==> src/rtl/us_pkg.sv <==
// Shared HC-SR04 timing constants and state encoding, used by both the echo
// emulator and the measuring controller so the cm scaling agrees at both ends.
package us_pkg;

  typedef enum logic [2:0] {
    US_IDLE      = 3'd0,
    US_TRIG_HIGH = 3'd1,
    US_BURST     = 3'd2,
    US_ECHO      = 3'd3,
    US_HOLDOFF   = 3'd4
  } us_state_t;

  localparam int MIN_TRIG_CYC = 500;
  localparam int BURST_CYC    = 10000;
  localparam int CYC_PER_CM   = 2900;
  localparam int MAX_CM       = 400;
  localparam int TIMEOUT_CYC  = 1900000;
  localparam int HOLDOFF_CYC  = 500000;
  localparam int CNT_W        = 24;

endpackage

==> src/rtl/us_echo_emulator_if.sv <==
// Sensor pin pair: trigger from the controller, echo back to it.
interface us_echo_emulator_if;
  logic trig_in;
  logic echo_out;

  modport master (output trig_in, input echo_out);
  modport slave  (input trig_in, output echo_out);
endinterface

==> src/rtl/us_sync_edge.sv <==
// Two-flop synchroniser for an asynchronous pin, with edge detects built from
// the synchronised level and its one-cycle-delayed copy.
module us_sync_edge (
  input  logic clk,
  input  logic rst_n,
  input  logic async_i,
  output logic sync_o,
  output logic rise_o,
  output logic fall_o
);

  logic meta_q;
  logic sync_q;
  logic prev_q;

  // Synchroniser chain plus history flop for edge detection
  always_ff @(posedge clk or negedge rst_n) begin
    if (!rst_n) begin
      meta_q <= 1'b0;
      sync_q <= 1'b0;
      prev_q <= 1'b0;
    end else begin
      meta_q <= async_i;
      sync_q <= meta_q;
      prev_q <= sync_q;
    end
  end

  assign sync_o = sync_q;
  assign rise_o = sync_q & ~prev_q;
  assign fall_o = ~sync_q & prev_q;

endmodule

==> src/rtl/us_echo_emulator.sv <==
// HC-SR04 sensor-side model: qualifies the trigger width, waits out the burst,
// then returns an echo whose width encodes the latched distance.
module us_echo_emulator #(
  parameter int MIN_TRIG_CYC = us_pkg::MIN_TRIG_CYC,
  parameter int BURST_CYC    = us_pkg::BURST_CYC,
  parameter int CYC_PER_CM   = us_pkg::CYC_PER_CM,
  parameter int MAX_CM       = us_pkg::MAX_CM,
  parameter int TIMEOUT_CYC  = us_pkg::TIMEOUT_CYC,
  parameter int HOLDOFF_CYC  = us_pkg::HOLDOFF_CYC,
  parameter int CNT_W        = us_pkg::CNT_W
) (
  input  logic                clk,
  input  logic                rst_n,
  us_echo_emulator_if.slave   pins,
  input  logic [8:0]          distance_cm,
  output logic                busy,
  output logic                short_trig,
  output logic [15:0]         echo_count
);

  import us_pkg::*;

  localparam logic [2:0] S_IDLE      = US_IDLE;
  localparam logic [2:0] S_TRIG_HIGH = US_TRIG_HIGH;
  localparam logic [2:0] S_BURST     = US_BURST;
  localparam logic [2:0] S_ECHO      = US_ECHO;
  localparam logic [2:0] S_HOLDOFF   = US_HOLDOFF;

  localparam logic [CNT_W-1:0] CNT_ONE      = CNT_W'(1);
  localparam logic [CNT_W-1:0] CNT_MAX      = {CNT_W{1'b1}};
  localparam logic [CNT_W-1:0] MIN_TRIG_C   = CNT_W'(MIN_TRIG_CYC);
  localparam logic [CNT_W-1:0] BURST_LAST   = CNT_W'(BURST_CYC - 1);
  localparam logic [CNT_W-1:0] HOLDOFF_LAST = CNT_W'(HOLDOFF_CYC - 1);
  localparam logic [CNT_W-1:0] TIMEOUT_C    = CNT_W'(TIMEOUT_CYC);
  localparam logic [8:0]       MAX_CM_C     = 9'(MAX_CM);

  logic             trig_s;
  logic             trig_rise_s;
  logic             trig_fall_s;

  logic [2:0]       state_q,  state_d;
  logic [CNT_W-1:0] cnt_q,    cnt_d;
  logic [8:0]       dist_q,   dist_d;
  logic [CNT_W-1:0] len_q,    len_d;
  logic             echo_q,   echo_d;
  logic             busy_q,   busy_d;
  logic             short_q,  short_d;
  logic [15:0]      count_q,  count_d;

  logic [20:0]      prod_s;
  logic [CNT_W-1:0] len_s;

  us_sync_edge u_trig_sync (
    .clk     (clk),
    .rst_n   (rst_n),
    .async_i (pins.trig_in),
    .sync_o  (trig_s),
    .rise_o  (trig_rise_s),
    .fall_o  (trig_fall_s)
  );

  // Echo length from the latched distance; 0 cm and beyond-range both mean "no object"
  always_comb begin
    prod_s = 21'(dist_q) * 21'(CYC_PER_CM);
    if ((dist_q != 9'd0) && (dist_q <= MAX_CM_C)) begin
      len_s = CNT_W'(prod_s);
    end else begin
      len_s = TIMEOUT_C;
    end
  end

  // Next-state logic; every state reuses cnt as its own cycle counter
  always_comb begin
    state_d = state_q;
    cnt_d   = cnt_q;
    dist_d  = dist_q;
    len_d   = len_q;
    count_d = count_q;
    short_d = 1'b0;
    case (state_q)
      S_IDLE: begin
        if (trig_rise_s) begin
          state_d = S_TRIG_HIGH;
          cnt_d   = CNT_ONE;
        end else begin
          state_d = S_IDLE;
        end
      end
      S_TRIG_HIGH: begin
        if (trig_fall_s) begin
          cnt_d = {CNT_W{1'b0}};
          if (cnt_q >= MIN_TRIG_C) begin
            dist_d  = distance_cm;
            state_d = S_BURST;
          end else begin
            short_d = 1'b1;
            state_d = S_IDLE;
          end
        end else if (trig_s && (cnt_q != CNT_MAX)) begin
          cnt_d = cnt_q + CNT_ONE;
        end else begin
          cnt_d = cnt_q;
        end
      end
      S_BURST: begin
        if (cnt_q == BURST_LAST) begin
          state_d = S_ECHO;
          cnt_d   = {CNT_W{1'b0}};
          len_d   = len_s;
        end else begin
          cnt_d = cnt_q + CNT_ONE;
        end
      end
      S_ECHO: begin
        if (cnt_q == (len_q - CNT_ONE)) begin
          state_d = S_HOLDOFF;
          cnt_d   = {CNT_W{1'b0}};
          count_d = count_q + 16'd1;
        end else begin
          cnt_d = cnt_q + CNT_ONE;
        end
      end
      S_HOLDOFF: begin
        if (cnt_q == HOLDOFF_LAST) begin
          state_d = S_IDLE;
          cnt_d   = {CNT_W{1'b0}};
        end else begin
          cnt_d = cnt_q + CNT_ONE;
        end
      end
      default: begin
        state_d = S_IDLE;
        cnt_d   = {CNT_W{1'b0}};
      end
    endcase
    echo_d = (state_d == S_ECHO);
    busy_d = (state_d != S_IDLE);
  end

  // State and registered outputs; reset clears the pins without waiting for clk
  always_ff @(posedge clk or negedge rst_n) begin
    if (!rst_n) begin
      state_q <= S_IDLE;
      cnt_q   <= {CNT_W{1'b0}};
      dist_q  <= 9'd0;
      len_q   <= {CNT_W{1'b0}};
      echo_q  <= 1'b0;
      busy_q  <= 1'b0;
      short_q <= 1'b0;
      count_q <= 16'd0;
    end else begin
      state_q <= state_d;
      cnt_q   <= cnt_d;
      dist_q  <= dist_d;
      len_q   <= len_d;
      echo_q  <= echo_d;
      busy_q  <= busy_d;
      short_q <= short_d;
      count_q <= count_d;
    end
  end

  assign pins.echo_out = echo_q;
  assign busy          = busy_q;
  assign short_trig    = short_q;
  assign echo_count    = count_q;

endmodule

==> src/flat_wrapper.sv <==
// flat-port wrapper written by rule: the top's interface ports become plain ports
module us_echo_emulator_flat import us_pkg::*;
#(
  parameter int MIN_TRIG_CYC = us_pkg::MIN_TRIG_CYC,
  parameter int BURST_CYC    = us_pkg::BURST_CYC,
  parameter int CYC_PER_CM   = us_pkg::CYC_PER_CM,
  parameter int MAX_CM       = us_pkg::MAX_CM,
  parameter int TIMEOUT_CYC  = us_pkg::TIMEOUT_CYC,
  parameter int HOLDOFF_CYC  = us_pkg::HOLDOFF_CYC,
  parameter int CNT_W        = us_pkg::CNT_W
)
  (clk, rst_n, distance_cm, busy, short_trig, echo_count, pins_trig_in, pins_echo_out);
  us_echo_emulator_if pins_i ();
  input  logic clk;
  input  logic rst_n;
  input  logic [8:0] distance_cm;
  output logic busy;
  output logic short_trig;
  output logic [15:0] echo_count;
  input wire logic [$bits(pins_i.trig_in)-1:0] pins_trig_in;
  output wire logic [$bits(pins_i.echo_out)-1:0] pins_echo_out;
  assign pins_i.trig_in = pins_trig_in;
  assign pins_echo_out = pins_i.echo_out;
  us_echo_emulator #(.MIN_TRIG_CYC(MIN_TRIG_CYC), .BURST_CYC(BURST_CYC), .CYC_PER_CM(CYC_PER_CM), .MAX_CM(MAX_CM), .TIMEOUT_CYC(TIMEOUT_CYC), .HOLDOFF_CYC(HOLDOFF_CYC), .CNT_W(CNT_W)) u_core (.clk(clk), .rst_n(rst_n), .pins(pins_i), .distance_cm(distance_cm), .busy(busy), .short_trig(short_trig), .echo_count(echo_count));
endmodule
==> config.mk <==
export PLATFORM = sky130hd
export DESIGN_NAME = us_echo_emulator_flat
export DESIGN_NICKNAME = d
export VERILOG_FILES = /design/src/rtl/us_pkg.sv /design/src/rtl/us_echo_emulator_if.sv /design/src/rtl/us_sync_edge.sv /design/src/rtl/us_echo_emulator.sv /design/src/flat_wrapper.sv
export SDC_FILE = /design/constraint.sdc
export NUM_CORES = 1
export LEC_CHECK = 0
export CAP_MARGIN = 25
export CORE_UTILIZATION = 25
export CTS_CLUSTER_DIAMETER = 200
export DETAILED_ROUTE_END_ITERATION = 7
export DONT_BUFFER_PORTS = 1
export SYNTH_ARGS = -nofsm -noshare
export SYNTH_HDL_FRONTEND = slang
export SYNTH_HIERARCHICAL = 1
export SYNTH_SLANG_ARGS = --single-unit
==> constraint.sdc <==
create_clock -name clk -period 4 [get_ports clk]
set_clock_uncertainty 0.15 [all_clocks]
set_input_delay 0.8 -clock clk [delete_from_list [all_inputs] [get_ports clk]]
set_output_delay 0.8 -clock clk [all_outputs]
set_load 0.01 [all_outputs]
After elaboration in Yosys (flattened, before gate mapping)
Index checks and enable logic that the tools add are counted.

Bits of input ports: 12. Word-level logic and storage cells: 59. Bits in registers: 82. Output and inout port bits: 19.

Bitwise logic cells: 4. Multipliers: 1. Mux-type cells: 18. Add/sub/neg operators: 3. Equal/unequal tests: 11. Reduce and logical (&&, ||, !) cells: 9. Magnitude comparators: 2.

Operators by type and width (count): 24-bit 2-to-1 mux (6); 24-bit case mux with 5 select lines (1); 24-bit by 1-bit adder with 24-bit output, second input constant (1); 24-bit by 14-bit equality test with 1-bit output, second input constant (1); 24-bit by 19-bit equality test with 1-bit output, second input constant (1); 24-bit equality test (1); 24-bit by 9-bit >= comparator with 1-bit output, second input constant (1); 24-bit != test, second input constant (1); 24-bit by 1-bit subtractor with 24-bit output, second input constant (1); 21-bit 2-to-1 mux (1); 9-bit by 10-bit multiplier with 19-bit output, second input constant (1); 16-bit by 1-bit adder with 16-bit output, second input constant (1); 3-bit case mux with 5 select lines (1); 3-bit 2-to-1 mux (4); 3-bit by 2-bit equality test with 1-bit output, second input constant (3); 9-bit <= comparator, second input constant (1); 9-bit nonzero test (1); 2-bit AND reduction (3); 1-bit 2-to-1 mux (4); 3-bit by 1-bit equality test with 1-bit output, second input constant (1); 3-bit equality test, second input constant (1); 3-bit logical NOT (1); 3-bit by 1-bit != test with 1-bit output, second input constant (1); 3-bit AND reduction (1); 6 further kinds (9).

Longest topological paths before layout
Gate-level depths: netlist of run 1.

Word-level depth: 5. Depth in mapped cells: 17. Depth with buffers taken out: 17.

Hierarchy
Netlist of run 1, hierarchy kept.

Modules (own cells, without submodules): us_echo_emulator (times used 1, cells an instance 681, area an instance 6029.5 sq um, seq. area each 1851.8 sq um); us_sync_edge (times used 1, cells an instance 5, area an instance 90.1 sq um, seq. area each 75.1 sq um).

Worst setup path before layout of run 1
OpenSTA, ideal clock, no wires.

Kind: register -> register. Start point: register u_core.dist_q[3]. End point: register u_core.len_q[17]. Clock period less this slack: 4001 ps. Setup slack: -1 ps. Stages on the path, launching flop included: 16. Library setup time: 121 ps. Data required time: 3729 ps. Data arrival time: 3730 ps. Buffers on the path: 0. Cell sequence: dfrtp_1 ha_1 ha_1 inv_1 fa_1 fa_1 inv_1 ha_1 a21o_1 a21oi_1 o21ba_2 o21ai_0 a41oi_1 nor2b_1 xnor2_1 a22o_1.

Longest elaborated chain between the ends: 3. Elaborated cells on any way between the ends: 5. Those cells by class: mul: 1; order compare: 1; mux: 1; reduce/logical: 2.

Ends and longest elaborated chain: from (decl) (RTL line us_echo_emulator.sv:43) `logic [8:0] dist_q, dist_d;`; from (signal assigned) (RTL line us_echo_emulator.sv:154) `dist_q <= dist_d;`; parallel branches: the longest is 2 deep, another holds 9-bit by 10-bit multiplier with 19-bit output; 21-bit 2-to-1 mux (*) (RTL line us_echo_emulator.sv:65) `if ((dist_q != 9'd0) && (dist_q <= MAX_CM_C)) begin`; to (signal assigned) (RTL line us_echo_emulator.sv:146) `len_q <= {CNT_W{1'b0}};`; to (signal assigned) (RTL line us_echo_emulator.sv:155) `len_q <= len_d;`; to (decl) (RTL line us_echo_emulator.sv:44) `logic [CNT_W-1:0] len_q, len_d;`.

Mark *: on every way between the ends. A chain may end at the register's enable or synchronous reset.

Worst setup path in the final report of run 1
Start point: register u_core.dist_q[2]. End point: register u_core.len_q[20].

The elaborated chain is that of the path after synthesis.

==> flow_metrics.tcl, run 1 <==
set metrics [dict create \
    die_h_um 158.5 \
    synth_edf_count 0 \
    required_ps 4040 \
    period_needed_ps 3986 \
    cts_made_buffers 9 \
    setup_viol 0 \
    avgSynthCellArea_um2 8.921 \
    viasPerCell 4.614 \
    slew_headroom_pct 41.76 \
    hold_viol_final 0 \
    cts.clk_slew.worst_paths_ps 60 \
    worstSetupStartpointType "flip-flop" \
    r2r-end "u_core/len_q[20]$_DFFE_PN0P_" \
    clock_latency_ps 350 \
    cp_common_cell "fa_1" \
    r2r-start "u_core/dist_q[2]$_DFFE_PN0P_" \
    initial_core_util_pct 25.76 \
    crit_chain "ha_4 > inv_2 > fa_1 > fa_1 > inv_2 > fa_1 > ha_4 > nand2_4 > a2bb2oi_4 > a21oi_4 > a41oi_4 > a21oi_2 > a31oi_1 > xnor2_1 > a22oi_1" \
    worst_slew_pin_slew_ps 866.9 \
    total_power_w 0.001808 \
    yosys_register_bits 77 \
    antenna_cells 0 \
    cts-htree-levels 3 \
    stdcell_count 1038 \
    synth.distinct_cells 69 \
    ir_worst_vdd_mv 0.1992 \
    grt_max_degree 78 \
    vias 4789 \
    crit_type "flip-flop to flip-flop" \
    synth_common_cells "inv_1, dfrtp_1, nand2_1, nor2_1, ha_1" \
    cts_sinks 77 \
    cap_viol_max_count 0 \
    synth_top_flop_cell "dfrtp_1" \
    arrival_ps 4030 \
    drc 0 \
    cts_buffer_depth 2 \
    synthTopCellsByArea "dfrtp_1, ha_1, fa_1" \
    syn_nets 776 \
    reg2reg_slack_ps 10 \
    end_kind "flip-flop" \
    critPathMaxFanout 4 \
    final_area_um2 7287 \
    synth.top_cell.area_share_pct 31.49 \
    fin_crit_sh_pct 99.65 \
    slowest_delay_ps 530 \
    rsz0062_at_grt "true" \
    overflow 0 \
    p_per_area_nw_per_um2 248.1 \
    power_leakage_nw 3.495 \
    drtIter0Drc 191 \
    area.growth.synth_to_final_pct 19.08 \
    die_area_um2 25110 \
    max_freq_ghz 0.2509 \
    synth_area_leader_cell "dfrtp_1" \
    finalNetCount 804 \
    grt_pass1_wl_um 23580 \
    outcome "finished, final reports clean" \
    worst_path_max_delay_cell "fa_1" \
    slew_violations 0 \
    crit_end "u_core/len_q[20]$_DFFE_PN0P_" \
    syn-cell-area_um2 6120 \
    gp_congestion 0.8413 \
    rows 56 \
    clockRootBuffer "clkbuf_16" \
    r2r_cells 15 \
    hold_path.class "primary input to asynchronous set/reset pin" \
    die_w_um 158.5 \
    routed_wl_um 14250 \
    synthCells 686 \
    hpwl_um 10700 \
    portBuffers 0 \
    synthArstFlopShare_pct 100.0 \
    wl_per_cell_um 13.73 \
    placed_cells 1018 \
    drive_above_1_share_pct 14.46 \
    yosysSeqAreaShare_pct 31.49 \
    antenna_found_initial 0 \
    io_pins 31 \
    synth_most_common_cell "inv_1" \
    yosys_warnings 6 \
    dr.pass1.iters 4 \
    cp-startpoint "u_core/dist_q[2]$_DFFE_PN0P_" \
    ant_nets 0 \
    grt_pass1_vias 4762 \
    coreArea_um2 23750 \
    cts_tree "done" \
    grtUsageTotal_pct 11.99 \
    dpl_cell_area_um2 6705 \
]
[flip-flops by register name, summed over array words and instances, names as in the netlist, 3 cells and up]
register           flops
u_core/state_q         3
u_core/dist_q          9
u_core/echo_count     16
u_core/len_q          19
u_core/cnt_q          24
[cell families after synthesis]
family | share of synthesized area [%]
compound gates | 11.82
buf+inv | 6.767
flops | 31.49
fa+ha+maj | 18.77
simple gates | 21.61
xor+xnor | 9.017
mux | 0.5316
[placed cells by master (no fill, tap or decap), types with 7 or more instances in the layout]
cell and count:
and3_1 16, nor2b_1 11, nor4_1 11, xnor2_1 28, o21ai_0 22, fa_1 22, ha_1 44, nor2_1 56
nand4_1 21, o21a_1 8, nand3_1 16, dfrtp_1 75, ha_4 10, xor2_1 35, buf_4 39, a21oi_1 23
inv_1 82, nand2_1 56, or3_1 7, nor3_1 19, clkbuf_16 9
[area by class of cell]
class / instances / area, µm²
well taps: 319 / 399.1
inverters: 85 / 319.1
clock buffers: 9 / 225.2
multi-input cells: 500 / 4001
repair buffers: 41 / 331.6
flip-flops and latches: 77 / 1929
fillers: 2477 / 16470
clock inverters: 7 / 81.33
[critical path: cells and delay by family, from the launching register on]
kind	cells	cell delay, ps
buffers and inverters	2	70
adder cells (fa/ha/maj)	5	2110
AND/OR/NAND/NOR	1	60
flip-flops	1	430
AO/OA/AOI/OAI	6	830
XOR/XNOR	1	170
[routing by layer]
layer	global-route usage, %	routed length [µm]	vias to the layer above
met5	0	0	-
met3	2.586	468	26
met2	18.98	6553	60
li1	-	-	2401
met1	16.27	6985	2302
met4	3.526	245	0
[worst min path at each step]
stage	to	slack, ps
after CTS	u_core/cnt_q[3]$_DFFE_PN0P_	200
after global routing	u_core/cnt_q[3]$_DFFE_PN0P_	210
after global placement	u_core/u_trig_sync/sync_o$_DFF_PN0_	180
final	u_core/cnt_q[3]$_DFFE_PN0P_	200
after detailed placement	u_core/u_trig_sync/sync_o$_DFF_PN0_	190
after floorplan	u_core/u_trig_sync/sync_o$_DFF_PN0_	180
[power breakdown]
part / leakage (nW) / total, W / internal [W] / switching, W
clock: 0.152 / 0.000854 / 0.000493 / 0.000361
sequential: 1.01 / 0.000826 / 0.000797 / 0.0000286
combinational: 2.33 / 0.000128 / 0.0000410 / 0.0000869
total: 3.50 / 0.00181 / 0.00133 / 0.000477
[through the flow]
step                hold slack [ps]  TNS (ps)  worst slack (ps)  utilization [%]
floorplan                     181.2         0             34.12                -
global placement              184.5    -88.79            -62.74            28.23
detailed placement            187.9    -401.7            -148.2            28.23
CTS                           199.7         0             14.29            29.93
global route                  206.6    -267.4            -137.0            30.68
finish                        197.8         0             14.17            30.68
[what timing repair did]
item	CTS	global route
hold buffers	1	0
buffers inserted	0	3
resized for setup	11	24
endpoints found under the hold margin	77	0
pin swaps	3	16
endpoints found under the setup margin	5	6
Note: power is estimated with default switching activity, not from simulation.
==> run 2: changes to the inputs <==
CORE_UTILIZATION = 40   (was 25)
==> run 2 against run 1 <==
Net effect: the run now ends with setup timing left; first-iteration DRC count increased by 64%; die area decreased by 37%; flip-flop and latch count unchanged; global-route usage increased by 6.7 points; largest cell class unchanged; utilization increased by 17 points; sequential power about the same; critical path depth unchanged; register-to-register slack got worse by 20 ps.
==> flow_metrics.tcl, run 2 (synthesis results as in run 1) <==
set metrics [dict create \
    p_per_area_nw_per_um2 248.6 \
    rows 44 \
    viasPerCell 5.413 \
    die_w_um 125.7 \
    top_register "u_core/cnt_q" \
    worst_slew_pin_slew_ps 808.8 \
    mostFrequentLayoutCells "inv_1, dfrtp_1, nor2_1" \
    clockRootBuffer "clkbuf_16" \
    ir_worst_vdd_mv 0.2268 \
    fillers 1397 \
    cap_viol_max_count 0 \
    drive_above_1_share_pct 12.89 \
    slew_headroom_pct 45.67 \
    arrival_ps 4050 \
    setup_tns_ps -4.171 \
    violations "setup timing" \
    cp_common_cell "fa_1" \
    hold_path.class "primary input to asynchronous set/reset pin" \
    crit_type "flip-flop to flip-flop" \
    slew_violations 0 \
    initial_core_util_pct 41.48 \
    path_buf_inv 3 \
    rsz0062_at_grt "true" \
    portBuffers 0 \
    cts.clk_slew.worst_paths_ps 70 \
    final_common_cell "inv_1" \
    required_ps 4050 \
    overflow 0 \
    max_freq_ghz 0.2497 \
    gp_congestion 0.8914 \
    largest_reg_flops 24 \
    cts_tree "done" \
    path_delay_family "adder cells" \
    wl_per_cell_um 15.39 \
    grt_pass1_wl_um 23580 \
    power_leakage_nw 3.422 \
    hold_viol_final 0 \
    fin_crit_sh_pct 100.1 \
    routed_wl_um 13820 \
    die_h_um 125.7 \
    setup_viol 1 \
    antenna_found_initial 0 \
    die_area_um2 15800 \
    io_pins 31 \
    grtUsageTotal_pct 18.69 \
    final_util_pct 47.29 \
    slowest_delay_ps 520 \
    reg2reg_slack_ps -4 \
    antenna_cells 0 \
    worstSetupStartpointType "flip-flop" \
    worst_path_max_delay_cell "fa_1" \
    grt_max_degree 78 \
    multi_input_area_um2 3924 \
    period_needed_ps 4004 \
    crit_chain "ha_4 > inv_1 > fa_1 > fa_1 > inv_1 > fa_1 > ha_4 > buf_4 > a2bb2oi_4 > a21oi_2 > a41oi_2 > a21oi_2 > a31oi_1 > xnor2_1 > a22oi_1" \
    finalNetCount 799 \
    fin_ws_ps -4.171 \
    drc 0 \
    vias 4861 \
    drtIter0Drc 314 \
    clock_latency_ps 350 \
    cts_made_buffers 9 \
    end_kind "flip-flop" \
    ant_nets 0 \
    cts_sinks 77 \
    outcome "finished, violations left" \
    area.growth.synth_to_final_pct 14.01 \
    seq_area_um2 1931 \
    cts_buffer_depth 2 \
    hpwl_um 10490 \
    cts-htree-levels 3 \
    grt_pass1_vias 4939 \
    critPathMaxFanout 3 \
    dr.pass1.iters 4 \
    coreArea_um2 14750 \
]
[run 2: final timing paths]
kind / start / to / cells past startpoint
worst max register to register: u_core/dist_q[2]$_DFFE_PN0P_ / u_core/len_q[20]$_DFFE_PN0P_ / 15
min in group clk: u_core/u_trig_sync/meta_q$_DFF_PN0_ / u_core/u_trig_sync/sync_o$_DFF_PN0_ / 0
worst min-delay path: rst_n / u_core/cnt_q[3]$_DFFE_PN0P_ / 1
worst max-delay path: u_core/dist_q[2]$_DFFE_PN0P_ / u_core/len_q[20]$_DFFE_PN0P_ / 15
max in group asynchronous: rst_n / u_core/dist_q[2]$_DFFE_PN0P_ / 1
worst min register to register: u_core/u_trig_sync/meta_q$_DFF_PN0_ / u_core/u_trig_sync/sync_o$_DFF_PN0_ / 0
[run 2: report_power, final]
| group | total, W | switching [W] | internal, W |
|---|---|---|---|
| Sequential | 0.000824 | 0.0000272 | 0.000797 |
| Combinational | 0.000130 | 0.0000856 | 0.0000444 |
| Clock | 0.000780 | 0.000352 | 0.000428 |
[run 2: metal layers]
layer,vias to the layer above,track usage [%],wire length [µm]
li1,2403,-,-
met1,2346,24.09,6471
met2,89,31.11,6567
met3,23,4.206,518
met4,0,5.954,260
met5,-,0,0
[run 2: repair_timing]
action,4_1_cts,5_1_grt
endpoints found under the setup margin,4,6
pin swaps,4,14
hold buffers,1,0
setup buffers,1,1
gates resized for setup,7,16
endpoints found under the hold margin,77,0
[run 2: cell type report]
type / instances / share of cell area, %
Clock buffer: 9 / 3.228
Clock inverter: 7 / 0.8250
Inverter: 85 / 4.573
Multi-Input combinational cell: 500 / 56.24
Sequential cell: 77 / 27.67
Tap cell: 184 / 3.300
Timing Repair Buffer: 36 / 4.161
[run 2: worst reg2reg max path, stage by stage, from the launching register on]
cell	delay (ps)
dfrtp_2	460
ha_4	280
inv_1	40
fa_1	450
fa_1	490
inv_1	50
fa_1	520
ha_4	220
buf_4	150
a2bb2oi_4	170
a21oi_2	90
a41oi_2	240
a21oi_2	80
a31oi_1	210
xnor2_1	170
a22oi_1	100
[run 2: per-stage QoR]
stage,cell area [µm²],setup slack (ps),power [W],hold WS (ps),instances
2_1_floorplan,6123,34.12,0.0009173,181.2,686
3_3_place_gp,6506,-56.90,0.0009468,194.4,879
3_5_place_dp,6506,-151.7,0.0009512,186.4,879
4_1_cts,6877,13.76,0.001770,201.5,897
5_1_grt,6977,-227.3,0.001818,199.4,898
6_report,6977,-4.171,0.001735,169.7,898
==> run 3: changes to the inputs <==
CTS_BUF_LIST = sky130_fd_sc_hd__clkbuf_2 sky130_fd_sc_hd__clkbuf_4 sky130_fd_sc_hd__clkbuf_8   (was not set)
==> run 3 against run 2 <==
Net effect: the run still ends with setup timing left; utilization down 0.53 points; combinational power about the same; first-iteration DRC count up 2.5%; flip-flop and latch count unchanged; routed wire length up 0.79%; die area unchanged; via count up 0.35%; final area down 1.1%; largest power group unchanged.
==> flow_metrics.tcl, run 3 (synthesis results as in run 1) <==
set metrics [dict create \
    outcome "finished, violations left" \
    violations "setup timing" \
    antenna_cells 0 \
    vias 4878 \
    largest_reg_flops 24 \
    power_leakage_nw 3.372 \
    grtUsageTotal_pct 18.64 \
    coreArea_um2 14750 \
    hold_path.class "primary input to asynchronous set/reset pin" \
    p_per_area_nw_per_um2 219.6 \
    drive_above_1_share_pct 13.29 \
    hold_viol_final 0 \
    gp_congestion 0.8914 \
    stdcell_count 899 \
    final_util_pct 46.76 \
    cts_sinks 77 \
    period_needed_ps 4014 \
    die_area_um2 15800 \
    fin_crit_sh_pct 100.4 \
    grt_pass1_vias 4930 \
    rows 44 \
    slew_headroom_pct 42.80 \
    cts-htree-levels 3 \
    cts.clk_slew.worst_paths_ps 90 \
    setup_viol 1 \
    internal_power_w 0.001074 \
    setup_tns_ps -14.30 \
    clkPwrFrac_pct 37.1 \
    p_sw_w 0.0004409 \
    hpwl_um 10490 \
    routed_wl_um 13930 \
    critPathMaxFanout 3 \
    fillers 1407 \
    ant_nets 0 \
    fin_ws_ps -14.30 \
    finalNetCount 800 \
    required_ps 4070 \
    drtIter0Drc 322 \
    end_kind "flip-flop" \
    dr.pass1.iters 4 \
    slew_violations 0 \
    antenna_found_initial 0 \
    max_freq_ghz 0.2491 \
    clockRootBuffer "clkbuf_8" \
    portBuffers 0 \
    die_w_um 125.7 \
    seq_power_share_pct 54.3 \
    grt_pass1_wl_um 23540 \
    cap_viol_max_count 0 \
    cts_tree "done" \
    rsz0062_at_grt "true" \
    ir_worst_vdd_mv 0.1306 \
    wl_per_cell_um 15.49 \
    die_h_um 125.7 \
    cts_made_buffers 9 \
    multi_input_area_um2 3936 \
    overflow 0 \
    crit_type "flip-flop to flip-flop" \
    clock_latency_ps 370 \
    final_common_cell "inv_1" \
    p_sw_share_pct 29.10 \
    area.growth.synth_to_final_pct 12.74 \
    drc 0 \
    placed_cells 879 \
    reg2reg_slack_ps -10 \
    viasPerCell 5.426 \
    worstSetupStartpointType "flip-flop" \
    grt_max_degree 78 \
    p_comb_share_pct 8.6 \
    worst_slew_pin_slew_ps 851.5 \
    initial_core_util_pct 41.48 \
    io_pins 31 \
    cts_buffer_depth 2 \
    seq_area_um2 1931 \
    arrival_ps 4090 \
    top_register "u_core/cnt_q" \
    mostFrequentLayoutCells "inv_1, dfrtp_1, nor2_1" \
]
## run 3: cell count changes in the layout (fill, tap and decap cells not counted), sizes merged
cell	delta
clkinvlp	+1
buf	+1
inv	-1
## run 3: power groups by stage
stage                     registers [W]  clock network [W]   logic, W
after floorplan                0.000825                  0  0.0000920
after global placement         0.000838                  0   0.000108
after detailed placement       0.000839                  0   0.000112
after CTS                      0.000823           0.000590   0.000132
after global routing           0.000827           0.000615   0.000148
final                          0.000823           0.000562   0.000130
## run 3: final cells by class
cell class              instances  area share (%)
clock buffers                   9           1.795
clock inverters                 7          0.8342
inverters                      85           4.679
multi-input cells             500           57.05
flip-flops and latches         77           27.98
well taps                     184           3.337
repair buffers                 37           4.316
## run 3: what timing repair did
action | in CTS | in global routing
setup endpoints to repair | 5 | 5
hold buffers | 1 | 0
gates resized for setup | 7 | 18
pin swaps | 4 | 17
setup buffers | 1 | 2
hold endpoints to repair | 77 | 0
cloned | 0 | 0
## run 3: final timing paths
check	from	endpoint	cells after the start
min in group clk	u_core/u_trig_sync/meta_q$_DFF_PN0_	u_core/u_trig_sync/sync_o$_DFF_PN0_	0
worst max register to register	u_core/dist_q[2]$_DFFE_PN0P_	u_core/len_q[20]$_DFFE_PN0P_	15
worst min register to register	u_core/u_trig_sync/meta_q$_DFF_PN0_	u_core/u_trig_sync/sync_o$_DFF_PN0_	0
worst min-delay path	rst_n	u_core/cnt_q[3]$_DFFE_PN0P_	1
max in group asynchronous	rst_n	u_core/dist_q[2]$_DFFE_PN0P_	1
worst max-delay path	u_core/dist_q[2]$_DFFE_PN0P_	u_core/len_q[20]$_DFFE_PN0P_	15
## run 3: metrics by stage
| step | power, W | hold WS, ps | instance area [µm²] | setup slack, ps |
|---|---|---|---|---|
| CTS | 0.001546 | 158.3 | 6775 | 11.40 |
| detailed placement | 0.0009512 | 186.4 | 6506 | -151.7 |
| global placement | 0.0009468 | 194.4 | 6506 | -56.90 |
| floorplan | 0.0009173 | 181.2 | 6123 | 34.12 |
| global route | 0.001590 | 143.3 | 6899 | -233.1 |
| finish | 0.001515 | 129.3 | 6899 | -14.30 |
## run 3: routing by layer
layer,GRT usage [%],wire length (µm),vias up
met1,24.04,6511,2342
li1,-,-,2402
met2,31.18,6553,112
met3,4.206,596,22
met5,0,0,-
met4,5.595,264,0
## run 3: worst max-delay path: stages, from the launching register on
cell and delay, ps:
dfrtp_2 470, ha_4 280, inv_1 40, fa_1 450, fa_1 490, inv_1 50
fa_1 520, ha_4 220, buf_4 150, a2bb2oi_4 170, a21oi_2 100, a41oi_2 250
a21oi_2 80, a31oi_1 210, xnor2_1 170, a22oi_1 100
